## config.mk

```make
export PLATFORM = sky130hd
export DESIGN_NAME = tlu_emulator
export DESIGN_NICKNAME = d
export VERILOG_FILES = /design/src/rtl/tlu_emulator_pkg.sv /design/src/rtl/tlu_emulator_input_sync.sv /design/src/rtl/tlu_emulator.sv
export SDC_FILE = /design/constraint.sdc
export NUM_CORES = 1
export LEC_CHECK = 0
export BUFFER_PORTS_ARGS = -buffer_cell sky130_fd_sc_hd__buf_2
export CORE_AREA = 2 2 127 67
export DETAILED_ROUTE_END_ITERATION = 8
export DIE_AREA = 0 0 129 69
export MAX_ROUTING_LAYER = met4
export PLACE_DENSITY = 0.89
export SYNTH_ARGS = -nofsm -noshare
export SYNTH_HDL_FRONTEND = slang
export SYNTH_SLANG_ARGS = --single-unit
```

## constraint.sdc

```tcl
create_clock -name BUS_CLK -period 3.1 [get_ports BUS_CLK]
set_input_delay 0.31 -clock BUS_CLK [delete_from_list [all_inputs] [get_ports BUS_CLK]]
set_output_delay 0.31 -clock BUS_CLK [all_outputs]
set_load 0.01 [all_outputs]
```

## src/rtl/tlu_emulator_pkg.sv

```systemverilog
`default_nettype none
// ============================================================================
// Module   : tlu_emulator_pkg
// Brief    : Mode and FSM encodings shared by the TLU emulator and the
//            DUT-side TLU controller.
// Revision : 1.0 - initial release
// ============================================================================
package tlu_emulator_pkg;

    typedef logic [1:0] tlu_mode_t;

    localparam tlu_mode_t TLU_MODE_DISABLED  = 2'b00;
    localparam tlu_mode_t TLU_MODE_NO_HS     = 2'b01;
    localparam tlu_mode_t TLU_MODE_SIMPLE_HS = 2'b10;
    localparam tlu_mode_t TLU_MODE_DATA_HS   = 2'b11;

    localparam logic [2:0] TLU_ST_IDLE         = 3'd0;
    localparam logic [2:0] TLU_ST_TRIG         = 3'd1;
    localparam logic [2:0] TLU_ST_DATA         = 3'd2;
    localparam logic [2:0] TLU_ST_WAIT_RELEASE = 3'd3;
    localparam logic [2:0] TLU_ST_RST_PULSE    = 3'd4;
    localparam logic [2:0] TLU_ST_HOLDOFF      = 3'd5;

    function automatic logic tlu_mode_handshake(input tlu_mode_t mode);
        return (mode == TLU_MODE_SIMPLE_HS) || (mode == TLU_MODE_DATA_HS);
    endfunction

endpackage
`default_nettype wire

```

## src/rtl/tlu_emulator_input_sync.sv

```systemverilog
`default_nettype none
// ============================================================================
// Module   : tlu_emulator_input_sync
// Brief    : 3-FF synchronizer with a registered rising-edge flag aligned to
//            the synchronized level (3-cycle latency for both).
// Revision : 1.0 - initial release
// ============================================================================
module tlu_emulator_input_sync (
    input  logic clk,
    input  logic rst_n,
    input  logic async_in,
    output logic level,
    output logic rise
);

    logic [2:0] sync_ff;
    logic       rise_q;

    always_ff @(posedge clk or negedge rst_n) begin
        if (!rst_n) begin
            sync_ff <= 3'b000;
            rise_q  <= 1'b0;
        end else begin
            sync_ff <= {sync_ff[1:0], async_in};
            rise_q  <= sync_ff[1] & ~sync_ff[2];
        end
    end

    assign level = sync_ff[2];
    assign rise  = rise_q;

endmodule
`default_nettype wire

```

## src/rtl/tlu_emulator.sv

```systemverilog
`default_nettype none
// ============================================================================
// Module   : tlu_emulator
// Brief    : EUDET TLU trigger-source emulator (trigger, handshake, serial
//            trigger number). Optional TLU_RESET pulse via TLU_EMULATOR_RESET_EN.
// Revision : 1.0 - initial release
// ============================================================================
module tlu_emulator #(
    parameter int TRIGGER_NUMBER_BITS = 16,
    parameter int HOLDOFF_CYCLES      = 4
) (
    input  logic                           BUS_CLK,
    input  logic                           BUS_RST_N,
    input  logic                           ENABLE,
    input  logic [1:0]                     MODE,
    input  logic                           TRIGGER_REQ,
    input  logic [7:0]                     TRIGGER_PULSE_LEN,
    input  logic [15:0]                    TIMEOUT,
    input  logic                           MSB_FIRST,
    input  logic                           LOAD_NUMBER,
    input  logic [TRIGGER_NUMBER_BITS-1:0] LOAD_VALUE,
    input  logic                           RESET_REQ,
    input  logic                           CLEAR_ERROR,
    input  logic                           TLU_CLOCK,
    input  logic                           TLU_BUSY,
    output logic                           TLU_TRIGGER,
    output logic                           TLU_RESET,
    output logic [TRIGGER_NUMBER_BITS-1:0] TRIGGER_NUMBER,
    output logic                           BUSY,
    output logic                           TIMEOUT_ERROR,
    output logic                           REQ_DROPPED
);

    import tlu_emulator_pkg::*;

    localparam int         NB        = TRIGGER_NUMBER_BITS;
    localparam logic [15:0] HOLD_LAST = (HOLDOFF_CYCLES > 1) ? 16'(HOLDOFF_CYCLES - 1) : 16'd0;

    logic busy_lvl, busy_rise, clk_lvl, clk_rise;

    tlu_emulator_input_sync u_sync_busy (
        .clk      (BUS_CLK),
        .rst_n    (BUS_RST_N),
        .async_in (TLU_BUSY),
        .level    (busy_lvl),
        .rise     (busy_rise)
    );

    tlu_emulator_input_sync u_sync_clock (
        .clk      (BUS_CLK),
        .rst_n    (BUS_RST_N),
        .async_in (TLU_CLOCK),
        .level    (clk_lvl),
        .rise     (clk_rise)
    );

    logic [2:0]    state, state_nx;
    tlu_mode_t     mode_q, mode_nx;
    logic          msb_q, msb_nx;
    logic [15:0]   cnt, cnt_nx;
    logic [NB-1:0] sr, sr_nx, number, number_rev;
    logic          trig_q, trig_nx, rst_q, rst_nx, drop_q, err_q;
    logic          inc, clear_num, err_set, reset_take, accept_trig;
    logic [7:0]    len_last;
    logic          pulse_done, timeout_hit, hold_done;

    always_comb begin
        number_rev = '0;
        for (int i = 0; i < NB; i++) begin
            number_rev[i] = number[NB-1-i];
        end
    end

    // A pulse length of 0 behaves as 1; cnt counts cycles spent in the state.
    assign len_last    = (TRIGGER_PULSE_LEN == 8'd0) ? 8'd0 : TRIGGER_PULSE_LEN - 8'd1;
    assign pulse_done  = (cnt == {8'd0, len_last});
    assign timeout_hit = (TIMEOUT != 16'd0) && (cnt == TIMEOUT - 16'd1);
    assign hold_done   = (cnt >= HOLD_LAST);

`ifdef TLU_EMULATOR_RESET_EN
    assign reset_take = RESET_REQ && ENABLE && (state == TLU_ST_IDLE);
`else
    assign reset_take = 1'b0;
`endif

    assign accept_trig = TRIGGER_REQ && ENABLE && (state == TLU_ST_IDLE)
                         && (MODE != TLU_MODE_DISABLED) && !reset_take;

    always_comb begin
        state_nx  = state;
        mode_nx   = mode_q;
        msb_nx    = msb_q;
        cnt_nx    = cnt + 16'd1;
        sr_nx     = sr;
        trig_nx   = trig_q;
        rst_nx    = rst_q;
        inc       = 1'b0;
        clear_num = 1'b0;
        err_set   = 1'b0;
        case (state)
            TLU_ST_IDLE: begin
                cnt_nx  = 16'd0;
                trig_nx = 1'b0;
                rst_nx  = 1'b0;
                if (reset_take) begin
                    state_nx  = TLU_ST_RST_PULSE;
                    rst_nx    = 1'b1;
                    clear_num = 1'b1;
                end else if (accept_trig) begin
                    state_nx = TLU_ST_TRIG;
                    trig_nx  = 1'b1;
                    mode_nx  = MODE;
                    msb_nx   = MSB_FIRST;
                end
            end
            TLU_ST_TRIG: begin
                if (!tlu_mode_handshake(mode_q)) begin
                    if (pulse_done) begin
                        trig_nx  = 1'b0;
                        inc      = 1'b1;
                        cnt_nx   = 16'd0;
                        state_nx = TLU_ST_HOLDOFF;
                    end
                end else if (busy_lvl) begin
                    trig_nx = 1'b0;
                    cnt_nx  = 16'd0;
                    if (mode_q == TLU_MODE_DATA_HS) begin
                        state_nx = TLU_ST_DATA;
                        sr_nx    = msb_q ? number_rev : number;
                    end else begin
                        state_nx = TLU_ST_WAIT_RELEASE;
                    end
                end else if (timeout_hit) begin
                    err_set  = 1'b1;
                    trig_nx  = 1'b0;
                    cnt_nx   = 16'd0;
                    state_nx = TLU_ST_HOLDOFF;
                end else if (clk_rise) begin
                    cnt_nx = 16'd0;
                end
            end
            TLU_ST_DATA: begin
                if (!busy_lvl || (!clk_rise && timeout_hit)) begin
                    err_set  = busy_lvl;
                    inc      = 1'b1;
                    trig_nx  = 1'b0;
                    cnt_nx   = 16'd0;
                    state_nx = TLU_ST_HOLDOFF;
                end else if (clk_rise) begin
                    // Zero fill keeps the line low once the word is exhausted.
                    trig_nx = sr[0];
                    sr_nx   = {1'b0, sr[NB-1:1]};
                    cnt_nx  = 16'd0;
                end
            end
            TLU_ST_WAIT_RELEASE: begin
                if (!busy_lvl || (!clk_rise && timeout_hit)) begin
                    err_set  = busy_lvl;
                    inc      = 1'b1;
                    trig_nx  = 1'b0;
                    cnt_nx   = 16'd0;
                    state_nx = TLU_ST_HOLDOFF;
                end else if (clk_rise) begin
                    cnt_nx = 16'd0;
                end
            end
`ifdef TLU_EMULATOR_RESET_EN
            TLU_ST_RST_PULSE: begin
                if (pulse_done) begin
                    rst_nx   = 1'b0;
                    cnt_nx   = 16'd0;
                    state_nx = TLU_ST_HOLDOFF;
                end
            end
`endif
            TLU_ST_HOLDOFF: begin
                trig_nx = 1'b0;
                rst_nx  = 1'b0;
                if (hold_done) begin
                    cnt_nx   = 16'd0;
                    state_nx = TLU_ST_IDLE;
                end
            end
            default: begin
                trig_nx  = 1'b0;
                rst_nx   = 1'b0;
                cnt_nx   = 16'd0;
                state_nx = TLU_ST_IDLE;
            end
        endcase
        // Disabling aborts silently: no count, no error.
        if (!ENABLE) begin
            state_nx  = TLU_ST_IDLE;
            trig_nx   = 1'b0;
            rst_nx    = 1'b0;
            cnt_nx    = 16'd0;
            inc       = 1'b0;
            err_set   = 1'b0;
            clear_num = 1'b0;
        end
    end

    always_ff @(posedge BUS_CLK or negedge BUS_RST_N) begin
        if (!BUS_RST_N) begin
            state  <= TLU_ST_IDLE;
            mode_q <= TLU_MODE_DISABLED;
            msb_q  <= 1'b0;
            cnt    <= 16'd0;
            sr     <= '0;
            trig_q <= 1'b0;
            rst_q  <= 1'b0;
            drop_q <= 1'b0;
            err_q  <= 1'b0;
            number <= '0;
        end else begin
            state  <= state_nx;
            mode_q <= mode_nx;
            msb_q  <= msb_nx;
            cnt    <= cnt_nx;
            sr     <= sr_nx;
            trig_q <= trig_nx;
            rst_q  <= rst_nx;
            drop_q <= TRIGGER_REQ && !accept_trig;
            err_q  <= err_set | (err_q & ~CLEAR_ERROR);
            if (LOAD_NUMBER) begin
                number <= LOAD_VALUE;
            end else if (clear_num) begin
                number <= '0;
            end else if (inc) begin
                number <= number + 1'b1;
            end
        end
    end

    assign TLU_TRIGGER    = trig_q & ENABLE;
    assign TRIGGER_NUMBER = number;
    assign BUSY           = (state != TLU_ST_IDLE);
    assign TIMEOUT_ERROR  = err_q;
    assign REQ_DROPPED    = drop_q;

    logic unused_ok;
`ifdef TLU_EMULATOR_RESET_EN
    assign TLU_RESET = rst_q & ENABLE;
    assign unused_ok = busy_rise ^ clk_lvl;
`else
    assign TLU_RESET = 1'b0;
    assign unused_ok = busy_rise ^ clk_lvl ^ RESET_REQ ^ rst_q;
`endif

endmodule
`default_nettype wire

```

**Yosys cells after proc, flatten, opt, wreduce, memory -nomap -nowiden**

Cells that the tools add are included.

- Magnitude comparators: 1
- $add $sub $neg: 4
- Reduce and logical (&&, ||, !) cells: 23
- Multiplexer cells: 50
- Eq/ne operators: 20
- Bitwise operators: 6

Operators with widths:

| kind | count |
|---|---|
| $mux W16 | 16 |
| $pmux W16 S3 | 1 |
| $add A16 B1 Y16 const B | 2 |
| $pmux W16 S2 | 1 |
| $mux W3 | 8 |
| $mux W1 | 19 |
| $eq A16 B16 Y1 | 1 |
| $eq A16 B8 Y1 | 1 |
| $ge A16 B2 Y1 const B | 1 |
| $reduce_bool A16 Y1 | 1 |
| $sub A16 B1 Y16 const B | 1 |
| $pmux W3 S4 | 1 |
| $ne A3 B3 Y1 const B | 3 |
| $logic_not A8 Y1 | 1 |
| $mux W8 | 1 |
| $sub A8 B1 Y8 const B | 1 |
| $eq A3 B2 Y1 const B | 2 |
| $logic_and A1 B1 Y1 | 6 |
| $ne A2 B2 Y1 const B | 3 |
| $reduce_and A6 Y1 | 1 |
| $reduce_bool A2 Y1 | 3 |
| $ne A5 B4 Y1 const B | 1 |
| $reduce_and A5 Y1 | 1 |
| $eq A2 B2 Y1 const B | 2 |
| 18 further kinds | 26 |

- Output and inout bits: 21
- Bits in registers: 64
- Logic and storage cells: 116

**Longest topological paths before layout**

Gate-level depths: netlist of run 1.

- Depth in word-level cells: 10
- Depth in mapped cells: 12

**By module**

A second synthesis of run 1 with hierarchy kept.

- Cell total of the unflattened synthesis: 524
- Area, all modules: 4,485.6 µm²

Modules (own cells, without submodules):

| module | cells an instance | area each (µm²) | times used |
|---|---|---|---|
| tlu_emulator | 514 | 4,257.8 | 1 |
| tlu_emulator_input_sync | 5 | 113.9 | 2 |

**Worst setup path after synthesis of run 1**

No wires, ideal clock.

- Path type: input -> register
- From: in TRIGGER_PULSE_LEN[0]
- To: reg number[14] (netlist: TRIGGER_NUMBER[14])
- Slack: -0.003 ns
- Arrival time: 3.021 ns
- Stages: 11
- Required time: 3.018 ns
- Cell sequence: inv_1 -> ha_1 -> or4b_2 -> or4b_1 -> nand2_1 -> xnor2_1 -> nand4_1 -> o32ai_2 -> nor2_2 -> or4_1 -> a31oi_1

- Cells in the longest elaborated chain, start to end: 8

RTL lines:

| element | line | RTL |
|---|---|---|
| start, declared | tlu_emulator.sv:17 | `input logic [7:0] TRIGGER_PULSE_LEN,` |
| $sub A8 B1 Y8 / $logic_not A8 Y1 (equally long branches) | tlu_emulator.sv:75 | `assign len_last = (TRIGGER_PULSE_LEN == 8'd0) ? 8'd0 : TRIGGER_PULSE_LEN - 8'd1;` |
| $mux W8 * | tlu_emulator.sv:75 |  |
| $eq A16 B8 Y1 * | tlu_emulator.sv:76 | `assign pulse_done = (cnt == {8'd0, len_last});` |
| $mux W1 * | tlu_emulator.sv:118 | `if (pulse_done) begin` |
| $mux W1 * | tlu_emulator.sv:117 | `if (!tlu_mode_handshake(mode_q)) begin` |
| $pmux W1 S2 * | tlu_emulator.sv:100 | `case (state)` |
| $mux W1 * | tlu_emulator.sv:192 | `if (!ENABLE) begin` |
| $reduce_bool A2 Y1 (no line) * | n/a |  |
| end signal, assigned | tlu_emulator.sv:230 | `number <= number + 1'b1;` |
| end, declared | tlu_emulator.sv:61 | `logic [NB-1:0] sr, sr_nx, number, number_rev;` |

Mark *: on every way between the ends. The rest lies on a longest branch, timed or not.
A chain may end at the register's enable or synchronous reset.

**Worst setup path after layout of run 1**

- From: in TRIGGER_PULSE_LEN[0]
- To: reg number[2] (netlist: TRIGGER_NUMBER[2])

Same word-level chain as after synthesis.

==> metrics, run 1 <==
layout-stage area growth over the synthesis result 25.57%; mux share of post-synthesis cell area roughly 7.4%; number of synthesized flops with an enable pin 0; top-area cell type share of the netlist area between 30% and 40%; cell count of the worst reg-to-reg path 11; number of clock sinks seen by CTS 64; via count of the first global-routing pass ~4.1k; Static Leak about 2.5 nW; DRT Wirelength 12700 um; syn_nets 568; DRC viols 0; gate count of the mapped netlist roughly 510; RD Place Congestion roughly 0.97; Power Total approximately 2.9 mW; Total Die Area approximately 8900 um^2; reported max-cap violation count 0; fraction of synthesis flops using an asynchronous set or reset pin 100.0%; Rows 23; first-pass GRT wire length roughly 20000 um; library cell occupying the most area in the post-synthesis netlist sky130_fd_sc_hd__dfrtp_1; clock slew at reported path FFs 0.06 ns; Vias per Instance 6.100; IR Drop Worst-Case VDD 0.3661 mV; maximum buffer depth of the clock tree 2; number of H-tree branching levels 3; worst min-delay path category in2async; die width approximately 130 um; routed vias 4453; pwr dens 526.8 nW/um^2; CTS Hold Buffers Added 0; internal reg-to-reg setup slack around 0.19 ns; Final Setup Violations 0; actual slew at the worst max-slew pin 0.9016 ns; top flip-flop cell by instance count after synthesis sky130_fd_sc_hd__dfrtp_1; total count of max-transition violations in the final report 0; final worst-path cycle share between 90% and 100%; final total negative setup slack 0 ns; final antenna-violating net count 0; Synth Cell Area between 4000 and 5000 um^2; IO buf count 70; number of filler cells placed in the layout 594; commonest cells after routing, fill and taps aside sky130_fd_sc_hd__buf_2 (71), sky130_fd_sc_hd__dfrtp_1 (64), sky130_fd_sc_hd__nor2_1 (56), sky130_fd_sc_hd__nand2_1 (49), sky130_fd_sc_hd__buf_4 (45); Slew headroom about two fifths; global route total overflow 0; status complete, no violations; total CTS buffers 9; fraction of the yosys area taken by sequential cells between 30% and 40%; Pre-Repair DR Iteration Count 5; dominant combinational cell family by area after synthesis simple AND/OR/NAND/NOR gates; clock skew around 0.0087 ns; placeable core area roughly 7800 um^2; WP data arrival approximately 3.2 ns; final routed wire length divided by cell count about 17 um; element type at the critical path start primary input; fraction of the mapped netlist area in simple logic gates 26.14%; floorplan die height 69 um; number of antenna violations at the first check in global routing 0; Crit Path Class in2reg; Inserted Diodes 0; endpoint kind of the worst setup timing path flop; starting density of the core 56.15%; clock latency on the worst-skew pair ~0.33 ns; Worst Path Max Fanout 6; achievable frequency between 0.3 and 0.4 GHz; adder and majority gate portion of the synthesized area under 10%; number of nets in the layout between 600 and 700; most common cell after layout, fill and taps aside sky130_fd_sc_hd__buf_2; total global routing track utilization between 20 and 30%; clock root cell sky130_fd_sc_hd__clkbuf_16; top area cells in the synthesized netlist sky130_fd_sc_hd__dfrtp_1 (37%), sky130_fd_sc_hd__o21ai_0 (4.9%), sky130_fd_sc_hd__nor2_1 (4.8%); boundary pin count 73; half-perimeter wire length after detailed placement 9241 um; number of violations reported at the end of detailed-routing iteration 0 546; average cell area after synthesis ~8.6 um^2; XOR/XNOR Fraction of Synth Area about 8.9%; Final Core Density between 70 and 80%; number of warnings printed during yosys synthesis 0; post-layout min period 3.004 ns; post-synth cell types 71; required arrival time at the worst endpoint 3.31 ns; #FFs+latches synth 64; maximum number of pins on one net before global-route repair 36; TritonCTS clock tree yes; hold violation total from the final report 0; synthesized-area fraction occupied by ao, oa, aoi and oai cells between 10% and 20%; fraction of layout instances using a drive strength above 1 about 27%; worst hold margin 0.08578 ns
==> worst paths after layout <==
check | startpoint | end
setup reg to reg | cnt[9] | TRIGGER_NUMBER[2]
setup / recovery | TRIGGER_PULSE_LEN[0] | TRIGGER_NUMBER[2]
max in group asynchronous | BUS_RST_N | sr[15]
hold / removal | BUS_RST_N | sr[14]
hold reg to reg | u_sync_busy.sync_ff[1] | u_sync_busy.sync_ff[2]
min in group BUS_CLK | TLU_BUSY | u_sync_busy.sync_ff[0]
==> metal layers <==
metal / vias to the layer above / global-route usage [%] / part of all wire (%)
met3: 18 / 8.540 / 10
met5: - / - / 0
met4: 0 / 5.676 / 0.76
li1: 2046 / - / -
met2: 261 / 40.51 / 43
met1: 2128 / 42.79 / 45
==> what timing repair did <==
action / CTS / global route
hold endpoints to repair: 0 / 0
buffers inserted: 0 / 1
gates resized for setup: 0 / 21
setup endpoints to repair: 0 / 32
==> per-stage QoR <==
| stage | setup WS [ns] | instances | cell area (um^2) |
|---|---|---|---|
| after CTS | 0.01166 | 728 | 5415 |
| final | 0.09587 | 730 | 5499 |
| after floorplan | 0.04339 | 512 | 4379 |
| after detailed placement | -0.2418 | 712 | 5132 |
| after global placement | -0.1885 | 712 | 5132 |
| after global routing | -0.009399 | 730 | 5499 |
==> final cells by class <==
type	count	area, um^2	area share, %
Clock buffer	13	240.2	4.369
Multi-Input combinational cell	407	2685	48.83
Clock inverter	3	42.54	0.7736
Tap cell	112	140.1	2.548
Inverter	12	45.04	0.8191
Timing Repair Buffer	119	744.5	13.54
Sequential cell	64	1602	29.12
==> worst max-delay path, cell delays in order <==
cell,delay [ns]
sky130_fd_sc_hd__buf_2,0.10
sky130_fd_sc_hd__inv_1,0.05
sky130_fd_sc_hd__ha_1,0.16
sky130_fd_sc_hd__buf_4,0.11
sky130_fd_sc_hd__or3b_4,0.37
sky130_fd_sc_hd__or3b_4,0.38
sky130_fd_sc_hd__and3_4,0.18
sky130_fd_sc_hd__nor4_4,0.15
sky130_fd_sc_hd__nand4_1,0.23
sky130_fd_sc_hd__o32ai_4,0.36
sky130_fd_sc_hd__buf_4,0.18
sky130_fd_sc_hd__buf_6,0.12
sky130_fd_sc_hd__o21ai_1,0.07
sky130_fd_sc_hd__xnor2_1,0.15
sky130_fd_sc_hd__mux2_2,0.28
==> registers in the layout, indices dropped and copies added (netlist names) <==
| register | flops |
|---|---|
| trig_q | 1 |
| sr | 16 |
| u_sync_clock.sync_ff | 3 |
| REQ_DROPPED | 1 |
| msb_q | 1 |
| state | 3 |
| TIMEOUT_ERROR | 1 |
| TRIGGER_NUMBER | 16 |
| u_sync_clock.rise | 1 |
| mode_q | 2 |
| u_sync_busy.sync_ff | 3 |
| cnt | 16 |
==> logic make-up (layout without fill, tap and decap cells) <==
kind of cell | Yosys count | count (layout)
AO/OA/AOI/OAI | 111 | 111
other | 1 | 1
buffers and inverters | 41 | 147
flip-flops | 64 | 64
multiplexers | 31 | 31
adder cells (fa/ha/maj) | 4 | 4
XOR/XNOR | 43 | 43
AND/OR/NAND/NOR | 217 | 217
==> power by group <==
part / leakage [nW] / switching [mW] / internal, mW
logic: 1.53 / 0.386 / 0.352
clock network: 0.134 / 0.348 / 0.622
registers: 0.815 / 0.201 / 0.988
==> Yosys cell counts (3+ instances only) <==
master,n
sky130_fd_sc_hd__dfrtp_1,64
sky130_fd_sc_hd__nor2_1,56
sky130_fd_sc_hd__nand2_1,49
sky130_fd_sc_hd__o21ai_0,43
sky130_fd_sc_hd__a21oi_1,24
sky130_fd_sc_hd__clkbuf_1,22
sky130_fd_sc_hd__xnor2_1,21
sky130_fd_sc_hd__xor2_1,21
sky130_fd_sc_hd__mux2i_1,20
sky130_fd_sc_hd__nand3_1,20
sky130_fd_sc_hd__and3_1,16
sky130_fd_sc_hd__nor3_1,15
sky130_fd_sc_hd__inv_1,12
sky130_fd_sc_hd__mux2_2,11
sky130_fd_sc_hd__or3_1,9
sky130_fd_sc_hd__a31oi_1,6
sky130_fd_sc_hd__nand2b_1,6
sky130_fd_sc_hd__nor4_1,6
sky130_fd_sc_hd__o211ai_1,6
sky130_fd_sc_hd__buf_2,5
sky130_fd_sc_hd__nand4_1,5
sky130_fd_sc_hd__ha_1,4
sky130_fd_sc_hd__nand3b_1,4
sky130_fd_sc_hd__nor2b_1,4
sky130_fd_sc_hd__o22ai_1,4
sky130_fd_sc_hd__and2_1,3
sky130_fd_sc_hd__or3b_2,3
sky130_fd_sc_hd__or4_1,3
(Power assumes the default switching activity.)
==> run 2: changes to the inputs <==
- CORE_AREA: 2 2 127 67 -> 2 2 125 66
- CTS_BUF_LIST: unset -> sky130_fd_sc_hd__clkbuf_8
- DIE_AREA: 0 0 129 69 -> 0 0 127 68
- HOLD_SLACK_MARGIN: unset -> 0.06
- PLACE_DENSITY: 0.89 -> 0.91
==> run 2 against run 1 <==
Clock skew shrank 0.0014 ns; global-route usage is essentially flat; first-iteration DRC count shrank 0.55%; non-clock buffer count shrank 2; via count shrank 1.4%; cell count shrank 2.1%; final area shrank 3.4%; power shrank 12%; critical path depth shrank 3; count of clock-buffer cells in the layout shrank 2; sequential share of layout area grew 1.0 points; maximum frequency grew 0.50%; largest power group unchanged; highest routed layer unchanged.
==> metrics, run 2 (synthesis results as in run 1) <==
status complete, no violations; Vias per Instance 6.140 (+0.65%); fraction of layout instances using a drive strength above 1 25.69% (-1.5 points); pwr dens 477.0 nW/um^2 (-9.4%); required arrival time at the worst endpoint 3.36 ns (+0.05 ns); launching point of the worst reg2reg path cnt[9]; post-layout min period 2.989 ns (-0.01492 ns); first-pass GRT wire length 19090 um (-5.9%); Final Setup Violations 0 (unchanged); achievable frequency 0.3345 GHz (+0.50%); maximum number of pins on one net before global-route repair 33 (-8.3%); clock latency on the worst-skew pair 0.34 ns (about the same); IR Drop Worst-Case VDD 0.3572 mV (-2.4%); final antenna-violating net count 0 (unchanged); final worst-path cycle share 96.43% (-0.48 points); layout-stage area growth over the synthesis result 21.34%; Slew headroom 38.51% (-1.4 points); Rows 23 (unchanged); element type at the critical path start primary input; clock slew at reported path FFs 0.07 ns (about the same); clock skew 0.007282 ns (-0.001450 ns); die width 127 um (-1.6%); placeable core area 7655 um^2 (-1.8%); Pre-Repair DR Iteration Count 6 (+1); number of filler cells placed in the layout 583 (-1.9%); actual slew at the worst max-slew pin 0.9224 ns (+0.02080 ns); Power Total 2.535 mW (-12%); half-perimeter wire length after detailed placement 9006 um (-2.5%); RD Place Congestion 1.013 (+4.6%); number of violations reported at the end of detailed-routing iteration 0 543 (-0.55%); TritonCTS clock tree yes; DRT Wirelength 12040 um (-5.2%); clock root cell sky130_fd_sc_hd__clkbuf_8; number of nets in the layout 667 (-0.30%); total count of max-transition violations in the final report 0 (unchanged); worst min-delay path category in2reg; Worst Path Max Fanout 4 (-2); Setup WS post-layout 0.1108 ns (+0.01492 ns); Post-Place Setup Slack -0.2889 ns (-0.04712 ns); hold path startpoint TLU_BUSY; Static Leak 2.407 nW (-2.7%); cell depth of the worst hold path 1; via count of the first global-routing pass 4053 (-1.8%); WP data arrival 3.25 ns (+0.04 ns); reported max-cap violation count 0 (unchanged); most common cell after layout, fill and taps aside sky130_fd_sc_hd__buf_2; number of clock sinks seen by CTS 64 (unchanged); Final Core Density 69.42% (-1.1 points); total global routing track utilization 29.33% (+0.032 points); final routed wire length divided by cell count 16.84 um (-3.2%); Crit Path Class in2reg; total CTS buffers 9 (unchanged); IO buf count 70 (unchanged); starting density of the core 57.21% (+1.1 points); routed vias 4390 (-1.4%); cell count of the worst reg-to-reg path 9 (-2); crit path launch TRIGGER_PULSE_LEN[0]; number of H-tree branching levels 3 (unchanged); commonest cells after routing, fill and taps aside sky130_fd_sc_hd__buf_2 (70), sky130_fd_sc_hd__dfrtp_1 (64), sky130_fd_sc_hd__nor2_1 (56), sky130_fd_sc_hd__nand2_1 (49), sky130_fd_sc_hd__buf_4 (43); maximum buffer depth of the clock tree 2 (unchanged); Total Die Area 8636 um^2 (-3.0%); Inserted Diodes 0 (unchanged); final total negative setup slack 0 ns (unchanged); global route total overflow 0 (unchanged); boundary pin count 73 (unchanged); number of antenna violations at the first check in global routing 0 (unchanged); hold violation total from the final report 0 (unchanged); endpoint kind of the worst setup timing path flop; DRC viols 0 (unchanged); floorplan die height 68 um (-1.4%)
-- run 2: cell count changes in the layout (fill, tap and decap cells not counted), sizes merged --
cell | previous run | this run
clkbuf | 13 | 11
dlygate4sd3 | 0 | 2
inv | 12 | 13
bufinv | 1 | 0
clkinv | 1 | 2
buf | 119 | 115
-- run 2: layer usage --
metal	track usage [%]	wire length [um]
met1	39.23	5491
met3	8.131	1145
met4	8.791	169
met5	-	0
met2	44.15	5235
-- run 2: stage by stage --
stage,cells,cell area (um^2),hold slack (ns)
6_report,715,5314,0.1005
5_1_grt,715,5314,0.08157
4_1_cts,713,5269,0.08752
3_5_place_dp,696,5075,0.3356
3_3_place_gp,696,5075,0.3359
2_1_floorplan,512,4379,0.01441
-- run 2: power breakdown --
group,switching [mW],total [mW],internal [mW]
logic,0.366,0.706,0.340
registers,0.195,1.18,0.987
clock network,0.324,0.648,0.324
total,0.885,2.53,1.65
-- run 2: worst paths after layout --
kind,endpoint,slack [ns]
max,TRIGGER_NUMBER[14],0.11
min,u_sync_busy.sync_ff[0],0.10
max reg2reg,TRIGGER_NUMBER[14],0.16
min reg2reg,u_sync_busy.sync_ff[2],0.35
max in group asynchronous,cnt[9],1.86
min in group asynchronous,msb_q,0.52
-- run 2: cell type report --
class                   instances  area, um^2  share of cell area, %
repair buffers                117       724.4                  13.63
clock buffers                  11       151.4                  2.849
well taps                     100       125.1                  2.355
multi-input cells             407        2645                  49.78
flip-flops and latches         64        1602                  30.14
inverters                      12       45.04                 0.8477
clock inverters                 4       21.27                 0.4003
-- run 2: what timing repair did --
item,in CTS,in global routing
hold endpoints to repair,26,0
setup buffers,0,1
hold buffers,2,0
gates resized for setup,1,7
gates cloned,0,1
endpoints found under the setup margin,1,9
pin swaps,0,4
-- run 2: worst max-delay path, stage by stage --
cell	delay, ns
sky130_fd_sc_hd__buf_2	0.11
sky130_fd_sc_hd__inv_1	0.05
sky130_fd_sc_hd__ha_1	0.15
sky130_fd_sc_hd__or4b_4	0.46
sky130_fd_sc_hd__or4b_1	0.52
sky130_fd_sc_hd__nand2_1	0.10
sky130_fd_sc_hd__xnor2_1	0.14
sky130_fd_sc_hd__nand4_1	0.20
sky130_fd_sc_hd__o32ai_4	0.43
sky130_fd_sc_hd__nor2_4	0.07
sky130_fd_sc_hd__or4_1	0.52
sky130_fd_sc_hd__a31oi_1	0.17
==> run 3: changes to the inputs <==
- BUFFER_PORTS_ARGS: -buffer_cell sky130_fd_sc_hd__buf_2 -> -buffer_cell sky130_fd_sc_hd__buf_4
==> run 3 against run 2 <==
Critical path depth down 1; hold slack worse by 0.060 ns; cell count down 0.70%; combinational power up 4.2%; power up 4.3%; final area up 3.0%; utilization up 2.1 points; worst setup slack worse by 0.034 ns; global-route usage about the same; critical path type unchanged; critical endpoint unchanged; highest routed layer unchanged.
==> metrics, run 3 (synthesis results as in run 1) <==
reported max-cap violation count 0 (unchanged); delay-heaviest family, CP simple AND/OR/NAND/NOR gates; final antenna-violating net count 0 (unchanged); post-layout min period 3.023 ns (+0.03367 ns); boundary pin count 73 (unchanged); IO buf count 70 (unchanged); total global routing track utilization 29.32% (about the same); Setup WS post-layout 0.07712 ns (-0.03367 ns); die width 127 um (unchanged); element type at the critical path start primary input; Crit Path Class in2reg; total CTS buffers 9 (unchanged); TritonCTS clock tree yes; worst min-delay path category in2async; Inserted Diodes 0 (unchanged); critical path buffer and inverter count 2 (unchanged); clock slew at reported path FFs 0.07 ns (about the same); internal reg-to-reg setup slack 0.17 ns (about the same); number of filler cells placed in the layout 560 (-3.9%); final routed wire length divided by cell count 17.13 um (+1.7%); number of violations reported at the end of detailed-routing iteration 0 605 (+11%); launching point of the worst reg2reg path cnt[14]; Total Die Area 8636 um^2 (unchanged); pwr dens 483.0 nW/um^2 (+1.2%); fraction of layout instances using a drive strength above 1 25.08% (-0.61 points); achievable frequency 0.3308 GHz (-1.1%); total count of max-transition violations in the final report 0 (unchanged); required arrival time at the worst endpoint 3.38 ns (+0.02 ns); Pre-Repair DR Iteration Count 6 (unchanged); RD Place Congestion 1.007 (-0.58%); global route total overflow 0 (unchanged); ordered list of cells on the worst path buf_4 -> buf_4 -> nor4_1 -> nand4b_1 -> and3_1 -> nor4_4 -> nand4_1 -> o32ai_4 -> nor2_2 -> or4_1 -> a31oi_1; maximum number of pins on one net before global-route repair 65 (+97%); clock root cell sky130_fd_sc_hd__clkbuf_8; DRT Wirelength 12160 um (+1.0%); via count of the first global-routing pass 3891 (-4.0%); Rows 23 (unchanged); actual slew at the worst max-slew pin 0.8891 ns (-0.03330 ns); Worst Path Max Fanout 6 (+2); number of antenna violations at the first check in global routing 0 (unchanged); status complete, no violations; Final Setup Violations 0 (unchanged); placeable core area 7655 um^2 (unchanged); half-perimeter wire length after detailed placement 8787 um (-2.4%); Vias per Instance 6.110 (-0.49%); number of nets in the layout 661 (-0.90%); DRC viols 0 (unchanged); first-pass GRT wire length 19200 um (+0.54%); layout-stage area growth over the synthesis result 24.97%; maximum buffer depth of the clock tree 2 (unchanged); Static Leak 2.454 nW (+1.9%); cell count of the worst reg-to-reg path 9 (unchanged); number of clock sinks seen by CTS 64 (unchanged); Slew headroom 40.73% (+2.2 points); slowest stage cell, crit path sky130_fd_sc_hd__or4_1; hold violation total from the final report 0 (unchanged); routed vias 4338 (-1.2%); WP data arrival 3.30 ns (+0.05 ns); final worst-path cycle share 97.51% (+1.1 points); clock latency on the worst-skew pair 0.35 ns (about the same); Post-Place Setup Slack -0.2568 ns (+0.03211 ns); number of H-tree branching levels 3 (unchanged); IR Drop Worst-Case VDD 0.2898 mV (-19%); Power Total 2.643 mW (+4.3%); starting density of the core 57.21% (unchanged); most common cell after layout, fill and taps aside sky130_fd_sc_hd__buf_4; commonest cells after routing, fill and taps aside sky130_fd_sc_hd__buf_4 (106), sky130_fd_sc_hd__dfrtp_1 (64), sky130_fd_sc_hd__nor2_1 (56), sky130_fd_sc_hd__nand2_1 (49), sky130_fd_sc_hd__o21ai_0 (43); largest stage delay on the critical path 0.53 ns (about the same); endpoint kind of the worst setup timing path flop; reg-to-reg endpoint TRIGGER_NUMBER[14]; clock skew 0.006357 ns (-0.0009252 ns); most numerous cell on the critical path sky130_fd_sc_hd__buf_4; floorplan die height 68 um (unchanged)
[run 3: layout make-up]
class                   count  area (um^2)  share of cell area [%]
multi-input cells         407         2649                   48.40
repair buffers            111        852.1                   15.57
clock inverters             5        48.80                  0.8916
flip-flops and latches     64         1602                   29.26
clock buffers              11        151.4                   2.766
well taps                 100        125.1                   2.286
inverters                  12        45.04                  0.8230
[run 3: worst max-delay path by stage]
| stage | startpoint | end | slack [ns] | depth (start not counted) |
|---|---|---|---|---|
| after floorplan | TRIGGER_PULSE_LEN[0] | TRIGGER_NUMBER[14] | 0.04 | 11 |
| after CTS | TRIGGER_PULSE_LEN[0] | TRIGGER_NUMBER[6] | 0.10 | 13 |
| after detailed placement | TRIGGER_PULSE_LEN[0] | TRIGGER_NUMBER[9] | -0.26 | 13 |
| after global routing | TRIGGER_PULSE_LEN[0] | TRIGGER_NUMBER[14] | -0.03 | 11 |
| after global placement | TRIGGER_PULSE_LEN[0] | TRIGGER_NUMBER[9] | -0.17 | 13 |
| final | TRIGGER_PULSE_LEN[0] | TRIGGER_NUMBER[14] | 0.08 | 11 |
[run 3: routing by layer]
metal	track usage [%]	vias up	wire (um)
met3	9.304	39	1157
met5	-	-	0
met2	42.74	236	5280
met4	7.005	0	205
li1	-	2021	-
met1	40.08	2042	5520
[run 3: timing repair]
item                                    4_1_cts  5_1_grt
endpoints found under the setup margin        0       31
gates resized for setup                       0        8
hold endpoints to repair                      2        0
setup buffers                                 0        2
hold buffers                                  2        0
[run 3: metrics by stage]
| step | TNS (ns) | instance area (um^2) | instances | hold WS, ns | utilization (%) |
|---|---|---|---|---|---|
| floorplan | 0 | 4379 | 512 | 0.01441 | - |
| global placement | -2.146 | 5197 | 689 | 0.3381 | 67.90 |
| detailed placement | -5.355 | 5197 | 689 | 0.3347 | 67.90 |
| CTS | 0 | 5418 | 707 | 0.06763 | 70.77 |
| global route | -0.02890 | 5473 | 710 | 0.09011 | 71.49 |
| finish | 0 | 5473 | 710 | 0.04087 | 71.49 |
[run 3: report_power, final]
| part | leakage, nW | internal (mW) | switching, mW | total, mW |
|---|---|---|---|---|
| registers | 0.815 | 0.987 | 0.188 | 1.17 |
| clock network | 0.109 | 0.407 | 0.326 | 0.732 |
| logic | 1.53 | 0.369 | 0.368 | 0.736 |
[run 3: worst reg2reg max path, cell delays in order, from the launching register on]
cell and delay, ns:
sky130_fd_sc_hd__dfrtp_1 0.46, sky130_fd_sc_hd__nor4_1 0.31, sky130_fd_sc_hd__nand2_1 0.21, sky130_fd_sc_hd__a21o_1 0.20, sky130_fd_sc_hd__a221oi_1 0.22, sky130_fd_sc_hd__nand4_1 0.23, sky130_fd_sc_hd__o32ai_4 0.40, sky130_fd_sc_hd__nor2_2 0.10
sky130_fd_sc_hd__or4_1 0.53, sky130_fd_sc_hd__a31oi_1 0.17
